`config.mk`:
```
export PLATFORM = sky130hd
export DESIGN_NAME = scan_unload_tx
export DESIGN_NICKNAME = d
export VERILOG_FILES = /design/src/rtl/scan_pkg.sv /design/src/rtl/scan_unload_tx.sv
export SDC_FILE = /design/constraint.sdc
export NUM_CORES = 1
export LEC_CHECK = 0
export BUFFER_PORTS_ARGS = -buffer_cell sky130_fd_sc_hd__buf_2
export CORE_AREA = 5 5 42 44
export DETAILED_ROUTE_END_ITERATION = 7
export DIE_AREA = 0 0 47 49
export GPL_TIMING_DRIVEN = 0
export HOLD_SLACK_MARGIN = 0.12
export PLACE_DENSITY_LB_ADDON = 0.12
export SETUP_SLACK_MARGIN = 0.5
export SYNTH_ARGS = -nofsm -noshare
export SYNTH_HDL_FRONTEND = slang
export SYNTH_SLANG_ARGS = --single-unit
```
`constraint.sdc`:
```
create_clock -name CLK -period 2.2 [get_ports CLK]
set_input_delay 0.22 -clock CLK [delete_from_list [all_inputs] [get_ports CLK]]
set_output_delay 0.22 -clock CLK [all_outputs]
set_load 0.01 [all_outputs]
```
`src/rtl/scan_pkg.sv`:
```
// Shared types and limits for the scan unload transmitter.
package scan_pkg;

  typedef enum logic [1:0] {
    S_IDLE,
    S_SHIFT,
    S_DONE
  } scan_state_t;

  localparam int SCAN_MAX_WIDTH = 32;

endpackage

```
`src/rtl/scan_unload_tx.sv`:
```
// Serial unload transmitter: loads a captured parallel word on START and
// shifts it out one bit per accepted cycle on a valid/ready serial port.
module scan_unload_tx
  import scan_pkg::*;
#(
  parameter int WIDTH     = 8,
  parameter bit MSB_FIRST = 1'b1
) (
  input  logic             CLK,
  input  logic             R,
  input  logic             START,
  input  logic [WIDTH-1:0] PDATA,
  input  logic             READY,
  output logic             SO,
  output logic             SO_VALID,
  output logic             BUSY,
  output logic             DONE
);

  localparam int CW = $clog2(WIDTH + 1);

  generate
    if (WIDTH < 2 || WIDTH > SCAN_MAX_WIDTH) begin : g_bad_width
      $error("scan_unload_tx: WIDTH must be in 2..32");
    end
  endgenerate

  scan_state_t      r_state;
  scan_state_t      w_next;
  logic [WIDTH-1:0] r_shreg;
  logic [CW-1:0]    r_count;
  logic             w_load;
  logic             w_accept;

  always_ff @(posedge CLK) begin
    if (!R) r_state <= S_IDLE;
    else    r_state <= w_next;
  end

  // Outputs depend only on registered state and the shift register, never on inputs.
  always_comb begin
    w_next   = r_state;
    w_load   = 1'b0;
    w_accept = 1'b0;
    SO       = 1'b0;
    SO_VALID = 1'b0;
    BUSY     = 1'b0;
    DONE     = 1'b0;
    case (r_state)
      S_IDLE: begin
        if (START) begin
          w_load = 1'b1;
          w_next = S_SHIFT;
        end
      end
      S_SHIFT: begin
        BUSY     = 1'b1;
        SO_VALID = 1'b1;
        SO       = MSB_FIRST ? r_shreg[WIDTH-1] : r_shreg[0];
        if (READY) begin
          w_accept = 1'b1;
          if (r_count == CW'(1)) w_next = S_DONE;
        end
      end
      S_DONE: begin
        DONE   = 1'b1;
        w_next = S_IDLE;
      end
      default: w_next = S_IDLE;
    endcase
  end

  always_ff @(posedge CLK) begin
    if (!R) begin
      r_shreg <= '0;
    end else if (w_load) begin
      r_shreg <= PDATA;
    end else if (w_accept) begin
      r_shreg <= MSB_FIRST ? {r_shreg[WIDTH-2:0], 1'b0} : {1'b0, r_shreg[WIDTH-1:1]};
    end
  end

  // Leaving SHIFT on the count-1 accept means the counter never reaches a wrap.
  always_ff @(posedge CLK) begin
    if (!R) begin
      r_count <= '0;
    end else if (w_load) begin
      r_count <= CW'(WIDTH);
    end else if (w_accept) begin
      r_count <= r_count - CW'(1);
    end
  end

endmodule

```
==> summary.md, run 1 <==
| Metric | Value |
|---|---|
| Clock root buffer master | clkbuf_4 |
| Netlist Area Pre-Place | 669 sq um |
| Max H-tree Level | 1 |
| Placement row count | 14 |
| Number of hold violations in the final report | 0 |
| Critical path class | reg -> out |
| DIE HEIGHT | slightly below 50 um |
| Routed length on met2 | around 640 um |
| Count of non-filler cells in the finished layout | between 100 and 150 |
| Post-layout minimum cycle time | about 1.5 ns |
| Residual DRC count | 0 |
| Cts hold-fix bufs | 0 |
| Clock transition at the register clock pins on the worst setup and hold paths after CTS | ~0.09 ns |
| Worst Reg-to-Reg Cells | 4 |
| Setup TNS | 0 ns |
| Proportion of layout cells with a drive suffix above 1 | 0.286 |
| Number of global-route vias before repair | between 500 and 600 |
| Final #Nets | 106 |
| Critical path startpoint category | register |
| Total power divided by cell area | roughly 700 mW/mm^2 |
| Worst-case headroom to the max-slew limit | 0.726 |
| Actual transition at the worst max-transition pin | 0.405 ns |
| Full die area | ~0.0023 sq mm |
| Worst min-delay path startpoint | PDATA[0] |
| Diodes inserted | 0 |
| Net count after synthesis | 86 |
| DRC marker count from the first detailed-route iteration | 2 |
| Yosys reg bits | 14 |
| Count of vias placed by the detailed router | roughly 570 |
| Type of element capturing the critical path | primary output |
| Average wire length per cell after detail routing | 13.2 um |
| Instance count after placement with tap cells included | 103 |
| Leak | ~0.35 nW |
| Average via count per standard cell | between 5 and 6 |
| P&R area growth vs syn | 19.6% |
| Grt ovf | 0 |
| Crit Reg-Reg Startpoint | r_state[1]$_SDFFE_PN0P_ |
| Antenna violation net count after detailed routing | 0 |
| Clk sink count | 14 |
| Avg Cell Area, Syn | between 9 and 10 sq um |
| Starting Density | 0.478 |
| Post-cts gate resize count | 0 |
| Worst skew pair latency | between 0.2 and 0.3 ns |
| Global-route usage over all layers | 0.139 |
| Worst hold path depth | 3 |
| Setup repair after global routing missed its margin | no |
| Core area | 0.00140 sq mm |
| Final number of max-transition violations | 0 |
| Max Clock Skew | between 0.003 and 0.004 ns |
| Max IR drop VDD | 0.000448 V |
| Maximum clock rate | 678 MHz |
| Number of standard cells after synthesis | around 70 |
| Clock tree from TritonCTS | yes |
| Die boundary width | between 40 and 50 um |
| Half-perimeter wire length of the detailed placement result | ~1000 um |
| Sequential share of the synthesized area | 0.419 |
| Top layer reached by signal wires | met4 |
| Hold EP | r_shreg[0]$_SDFFE_PN0P_ |
| Number of violations of the max-capacitance limit | 0 |
| Worst hold path type | in -> reg |
| IO Port Bufs | 15 |
| First-pass iteration count of the detailed router | 4 |
| Reg2reg end | r_shreg[7]$_SDFFE_PN0P_ |
| Number of endpoints failing setup at the final stage | 0 |
| Number of buffers inserted during clock tree synthesis | 3 |
| Critical path data required time | about 2.0 ns |
| Initial antenna violation count | 0 |
| Deepest clock path buffer count | 2 |
| Count of unique library cells instantiated by Yosys | 32 |
| Critical-path maximum fanout | 6 |
| Maximum number of pins on one net before global-route repair | 11 |
| Setup Buffers After CTS | 0 |
| Met1 WL | 657 um |
| Data arrival time of the critical path | ~1.3 ns |
| Result of the run | completed |
| Count of synthesis-stage warnings from yosys | 0 |
| Gp weighted congestion | 0.744 |
| Final worst path period share | 0.670 |
| Met3 layer wire length in the routed design | about 88 um |
| Slack of the worst reg-to-reg path | 0.95 ns |
| Num ports | 16 |
| DRT Wirelength | 1410 um |
| Global-route wire length before repair | between 2000 and 2500 um |
## critical path, cell delays in order, from the launching register on
cell	delay [ns]
dfxtp_1	0.42
and2b_1	0.26
and2_1	0.16
buf_2	0.13
## through the flow
step / power, mW / setup WS (ns) / area, sq um / util / hold WS, ns
6_report: 0.559 / 0.725 / 801 / 0.571 / 0.166
5_1_grt: 0.592 / 0.630 / 801 / 0.571 / 0.186
4_1_cts: 0.566 / 0.718 / 801 / 0.571 / 0.163
3_3_place_gp: 0.378 / 0.976 / 764 / 0.546 / 0.445
2_1_floorplan: 0.351 / 1.10 / 669 / - / 0.354
3_5_place_dp: 0.380 / 0.978 / 764 / 0.546 / 0.450
## logic make-up after synthesis
group	after synthesis	synth area share
DFF	14	0.419
AOI/OAI and AO/OA	20	0.224
buffers and inverters	9	0.0747
adders and majority gates	2	0.0374
and+or+nand+nor	25	0.219
xor gates and xnor gates	2	0.0262
## cell usage in the layout (no fill, tap or decap), drive strengths merged, types with 2 or more instances in the layout
| cell type | instances |
|---|---|
| a22oi | 7 |
| buf | 19 |
| clkbuf | 5 |
| dfxtp | 14 |
| ha | 2 |
| inv | 4 |
| nand2 | 8 |
| nor2 | 4 |
| nor2b | 2 |
| o22ai | 7 |
## sequential cells by signal, indices dropped and copies added, names as in the netlist
signal,flops
r_shreg,8
r_count,4
r_state,2
## metal layers
layer / vias to the layer above / track usage
li1: 296 / -
met1: 259 / 0.187
met2: 14 / 0.199
met3: 5 / 0.0369
met4: 0 / 0.0691
met5: - / 0
## cell type report
type,instances,area (sq um)
Sequential cell,14,280
Buffer,5,35.0
Fill cell,132,601
Timing Repair Buffer,15,75.1
Clock buffer,4,36.3
Inverter,4,15.0
Tap cell,16,20.0
Multi-Input combinational cell,49,339
## cells in the mapped netlist, drive strengths merged
library cell  instances  area, sq um
o21a                  1         7.51
o21ai                 1         8.76
clkbuf                1         3.75
nor2                  4         15.0
xnor2                 1         8.76
inv                   4         15.0
nor4bb                1         10.0
buf                   4         31.3
ha                    2         25.0
or2                   1         6.26
a31oi                 1         6.26
o21bai                1         7.51
nor2b                 2         12.5
a211oi                1         7.51
nand4b                1         8.76
and3                  1         6.26
nand2b                1         13.8
xor2                  1         8.76
o22ai                 7         50.1
o311a                 1         10.0
nand3                 1         5.00
a22oi                 7         52.6
nand2                 8         30.0
dfxtp                14          280
and3b                 1         8.76
nor4b                 1         8.76
and2b                 1         7.51
nor3b                 1         7.51
and2                  1         6.26
## power breakdown
| part | internal, mW | total [mW] | leakage, nW | switching [mW] |
|---|---|---|---|---|
| sequential | 0.270 | 0.283 | 0.115 | 0.0124 |
| combinational | 0.0452 | 0.0909 | 0.211 | 0.0457 |
| clock | 0.101 | 0.186 | 0.0210 | 0.0849 |
## worst max-delay path by stage
stage | start | end | cells after the start
6_report | r_state[1]$_SDFFE_PN0P_ | SO | 3
2_1_floorplan | r_state[1]$_SDFFE_PN0P_ | r_shreg[7]$_SDFFE_PN0P_ | 4
4_1_cts | r_state[1]$_SDFFE_PN0P_ | SO | 3
3_3_place_gp | r_state[0]$_SDFFE_PN0P_ | r_count[1]$_SDFFE_PP0P_ | 4
3_5_place_dp | r_count[0]$_SDFFE_PP0P_ | r_state[0]$_SDFFE_PN0P_ | 4
5_1_grt | r_state[1]$_SDFFE_PN0P_ | SO | 3
No activity file was read; power rests on OpenSTA's default activity.
==> run 2: changes to the inputs <==
--- a/config.mk
+++ b/config.mk
@@ -6,9 +6,9 @@
 export NUM_CORES = 1
 export LEC_CHECK = 0
 export BUFFER_PORTS_ARGS = -buffer_cell sky130_fd_sc_hd__buf_2
-export CORE_AREA = 5 5 42 44
+export CORE_MARGIN = 5
+export CORE_UTILIZATION = 49
 export DETAILED_ROUTE_END_ITERATION = 7
-export DIE_AREA = 0 0 47 49
 export GPL_TIMING_DRIVEN = 0
 export HOLD_SLACK_MARGIN = 0.12
 export PLACE_DENSITY_LB_ADDON = 0.12
==> constraint.sdc (replaced) <==
create_clock -name CLK -period 1.4 [get_ports CLK]
set_input_delay 0.14 -clock CLK [delete_from_list [all_inputs] [get_ports CLK]]
set_output_delay 0.14 -clock CLK [all_outputs]
set_load 0.01 [all_outputs]
==> run 2 against run 1 <==
Effect of this change: first-iteration DRC count grew to 4.5 times the previous value; non-clock buffer count is 8 higher; final area is 25% higher; clock skew is 0.0048 ns higher; combinational power is 140% higher; power is 61% higher; sequential power is 59% higher; global-route usage is 3.3 points higher; setup slack worse by 0.58 ns; critical endpoint is now r_shreg[6]$_SDFFE_PN0P_.
==> summary.md, run 2 (synthesis results as in run 1) <==
| Metric | Value |
|---|---|
| Critical path buffer and inverter count | 2 (+1) |
| Gp weighted congestion | 0.702 (-5.7%) |
| Num ports | 16 (unchanged) |
| Final number of max-transition violations | 0 (unchanged) |
| Global-route wire length before repair | 2600 um (+11%) |
| Global-route usage over all layers | 0.172 (+0.0332) |
| Setup TNS | 0 ns (unchanged) |
| Number of violations of the max-capacitance limit | 0 (unchanged) |
| Max IR drop VDD | 0.000654 V (+46%) |
| Fill count | 100 (-24%) |
| Number of buffers inserted during clock tree synthesis | 3 (unchanged) |
| Number of hold violations in the final report | 0 (unchanged) |
| Antenna violation net count after detailed routing | 0 (unchanged) |
| Worst hold path type | in -> reg |
| Proportion of layout cells with a drive suffix above 1 | 0.571 (+0.286) |
| P&R area growth vs syn | 49.5% |
| Critical path class | reg -> reg |
| Pwr Total | 0.901 mW (+61%) |
| Critical-path maximum fanout | 5 (-1) |
| Max incr delay on CP | 0.34 ns (-0.08 ns) |
| Number of endpoints failing setup at the final stage | 0 (unchanged) |
| Deepest clock path buffer count | 2 (unchanged) |
| Routed length on met2 | 794 um (+24%) |
| Post-layout minimum cycle time | 1.25 ns |
| Number of global-route vias before repair | 599 (+15%) |
| Average via count per standard cell | 5.63 (+4.9%) |
| Worst skew pair latency | 0.28 ns (about the same) |
| Top register by number of flip-flops | r_shreg |
| Most frequent standard cell in the layout excluding fill and tap cells | buf_2 |
| Most frequent cells in the layout | 13 x buf_2, 10 x dfxtp_1, 8 x nand2_1 |
| Type of element capturing the critical path | register |
| Result of the run | completed |
| Core area | 0.00130 sq mm (-7.1%) |
| Initial antenna violation count | 0 (unchanged) |
| Final #Nets | 114 (+7.5%) |
| Biggest regs | r_shreg x8, r_count x4, r_state x2 |
| Leak | 0.407 nW (+17%) |
| Die boundary width | 47.0 um (about the same) |
| First-pass iteration count of the detailed router | 4 (unchanged) |
| Clk sink count | 14 (unchanged) |
| Critical path startpoint category | register |
| Full die area | 0.00221 sq mm (-4.2%) |
| Top layer reached by signal wires | met4 |
| Setup repair after global routing missed its margin | yes |
| Total power divided by cell area | 900 mW/mm^2 (+29%) |
| DIE HEIGHT | 47.0 um (-4.2%) |
| DRC marker count from the first detailed-route iteration | 9 (+7) |
| Max Clock Skew | 0.00793 ns (+0.00477 ns) |
| Met1 WL | 726 um (+11%) |
| Maximum number of pins on one net before global-route repair | 11 (unchanged) |
| Average wire length per cell after detail routing | 14.7 um (+11%) |
| Maximum clock rate | 799 MHz |
| Critical-path cell with the highest stage delay | dfxtp_2 |
| Flip-flop count of the largest register after layout | 8 (unchanged) |
| IO Port Bufs | 15 (unchanged) |
| Max H-tree Level | 1 (unchanged) |
| Residual DRC count | 0 (unchanged) |
| Final worst path period share | 0.894 |
| Critical path data required time | 1.56 ns (-0.42 ns) |
| Clock root buffer master | clkbuf_4 |
| Count of vias placed by the detailed router | 636 (+11%) |
| Grt ovf | 0 (unchanged) |
| Critical path, cell by cell | buf_4 > and3b_2 > buf_6 > a22oi_2 > o22ai_2 |
| Met3 layer wire length in the routed design | 103 um (+17%) |
| Placement row count | 13 (-1) |
| Starting Density | 0.514 (+0.0367) |
| DRT Wirelength | 1660 um (+17%) |
| Diodes inserted | 0 (unchanged) |
| Slack of the worst reg-to-reg path | 0.15 ns (-0.80 ns) |
| Clock tree from TritonCTS | yes |
| Half-perimeter wire length of the detailed placement result | 987 um (-4.2%) |
| Clock transition at the register clock pins on the worst setup and hold paths after CTS | 0.09 ns (about the same) |
| Actual transition at the worst max-transition pin | 0.435 ns (+0.0299 ns) |
| Data arrival time of the critical path | 1.41 ns (+0.16 ns) |
| Delay-heaviest family, CP | flip-flops |
| Worst-case headroom to the max-slew limit | 0.710 (-0.0162) |
run 2: power breakdown:
part           switching, mW  internal [mW]  total (mW)
combinational          0.100          0.119       0.219
sequential            0.0241          0.425       0.449
clock                  0.133         0.0999       0.233
total                  0.257          0.644       0.901
run 2: what timing repair did:
action	CTS	global route
gates cloned	2	0
hold buffers	1	0
hold endpoints to repair	1	0
pin swaps	1	0
resized for setup	16	8
endpoints found under the setup margin	18	18
setup buffers	5	0
run 2: per-stage QoR:
step / hold WS (ns) / utilization / std cells / instance area [sq um] / setup slack, ns
finish: 0.134 / 0.769 / 113 / 1000 / 0.148
floorplan: 0.267 / - / 72 / 722 / 0.383
global route: 0.151 / 0.769 / 113 / 1000 / 0.102
global placement: 0.375 / 0.627 / 102 / 816 / 0.252
detailed placement: 0.375 / 0.627 / 102 / 816 / 0.258
CTS: 0.134 / 0.735 / 113 / 956 / 0.152
run 2: layer usage:
metal,vias up,global-route usage
met2,20,0.274
li1,312,-
met4,0,0.0994
met3,5,0.0383
met5,-,0
met1,299,0.213
run 2: worst min-delay path, delay by kind of cell:
kind	cells	cell delay [ns]
and+or+nand+nor	2	0.12
buffers and inverters	1	0.13
run 2: final timing paths:
| kind | cells after the start | startpoint | endpoint |
|---|---|---|---|
| worst max-delay path | 5 | r_state[1]$_SDFFE_PN0P_ | r_shreg[6]$_SDFFE_PN0P_ |
| worst min-delay path | 3 | R | r_count[0]$_SDFFE_PP0P_ |
| worst max register to register | 5 | r_state[1]$_SDFFE_PN0P_ | r_shreg[6]$_SDFFE_PN0P_ |
| worst min register to register | 2 | r_shreg[7]$_SDFFE_PN0P_ | r_shreg[7]$_SDFFE_PN0P_ |
run 2: cell type report:
| cell class | instances | area (sq um) | share of cell area |
|---|---|---|---|
| buffer | 5 | 45.0 | 0.0450 |
| clock buffer | 3 | 22.5 | 0.0225 |
| inverter | 4 | 15.0 | 0.0150 |
| multi-input combinational | 49 | 454 | 0.454 |
| sequential | 14 | 288 | 0.288 |
| tap | 15 | 18.8 | 0.0188 |
| timing repair buffer | 23 | 158 | 0.157 |
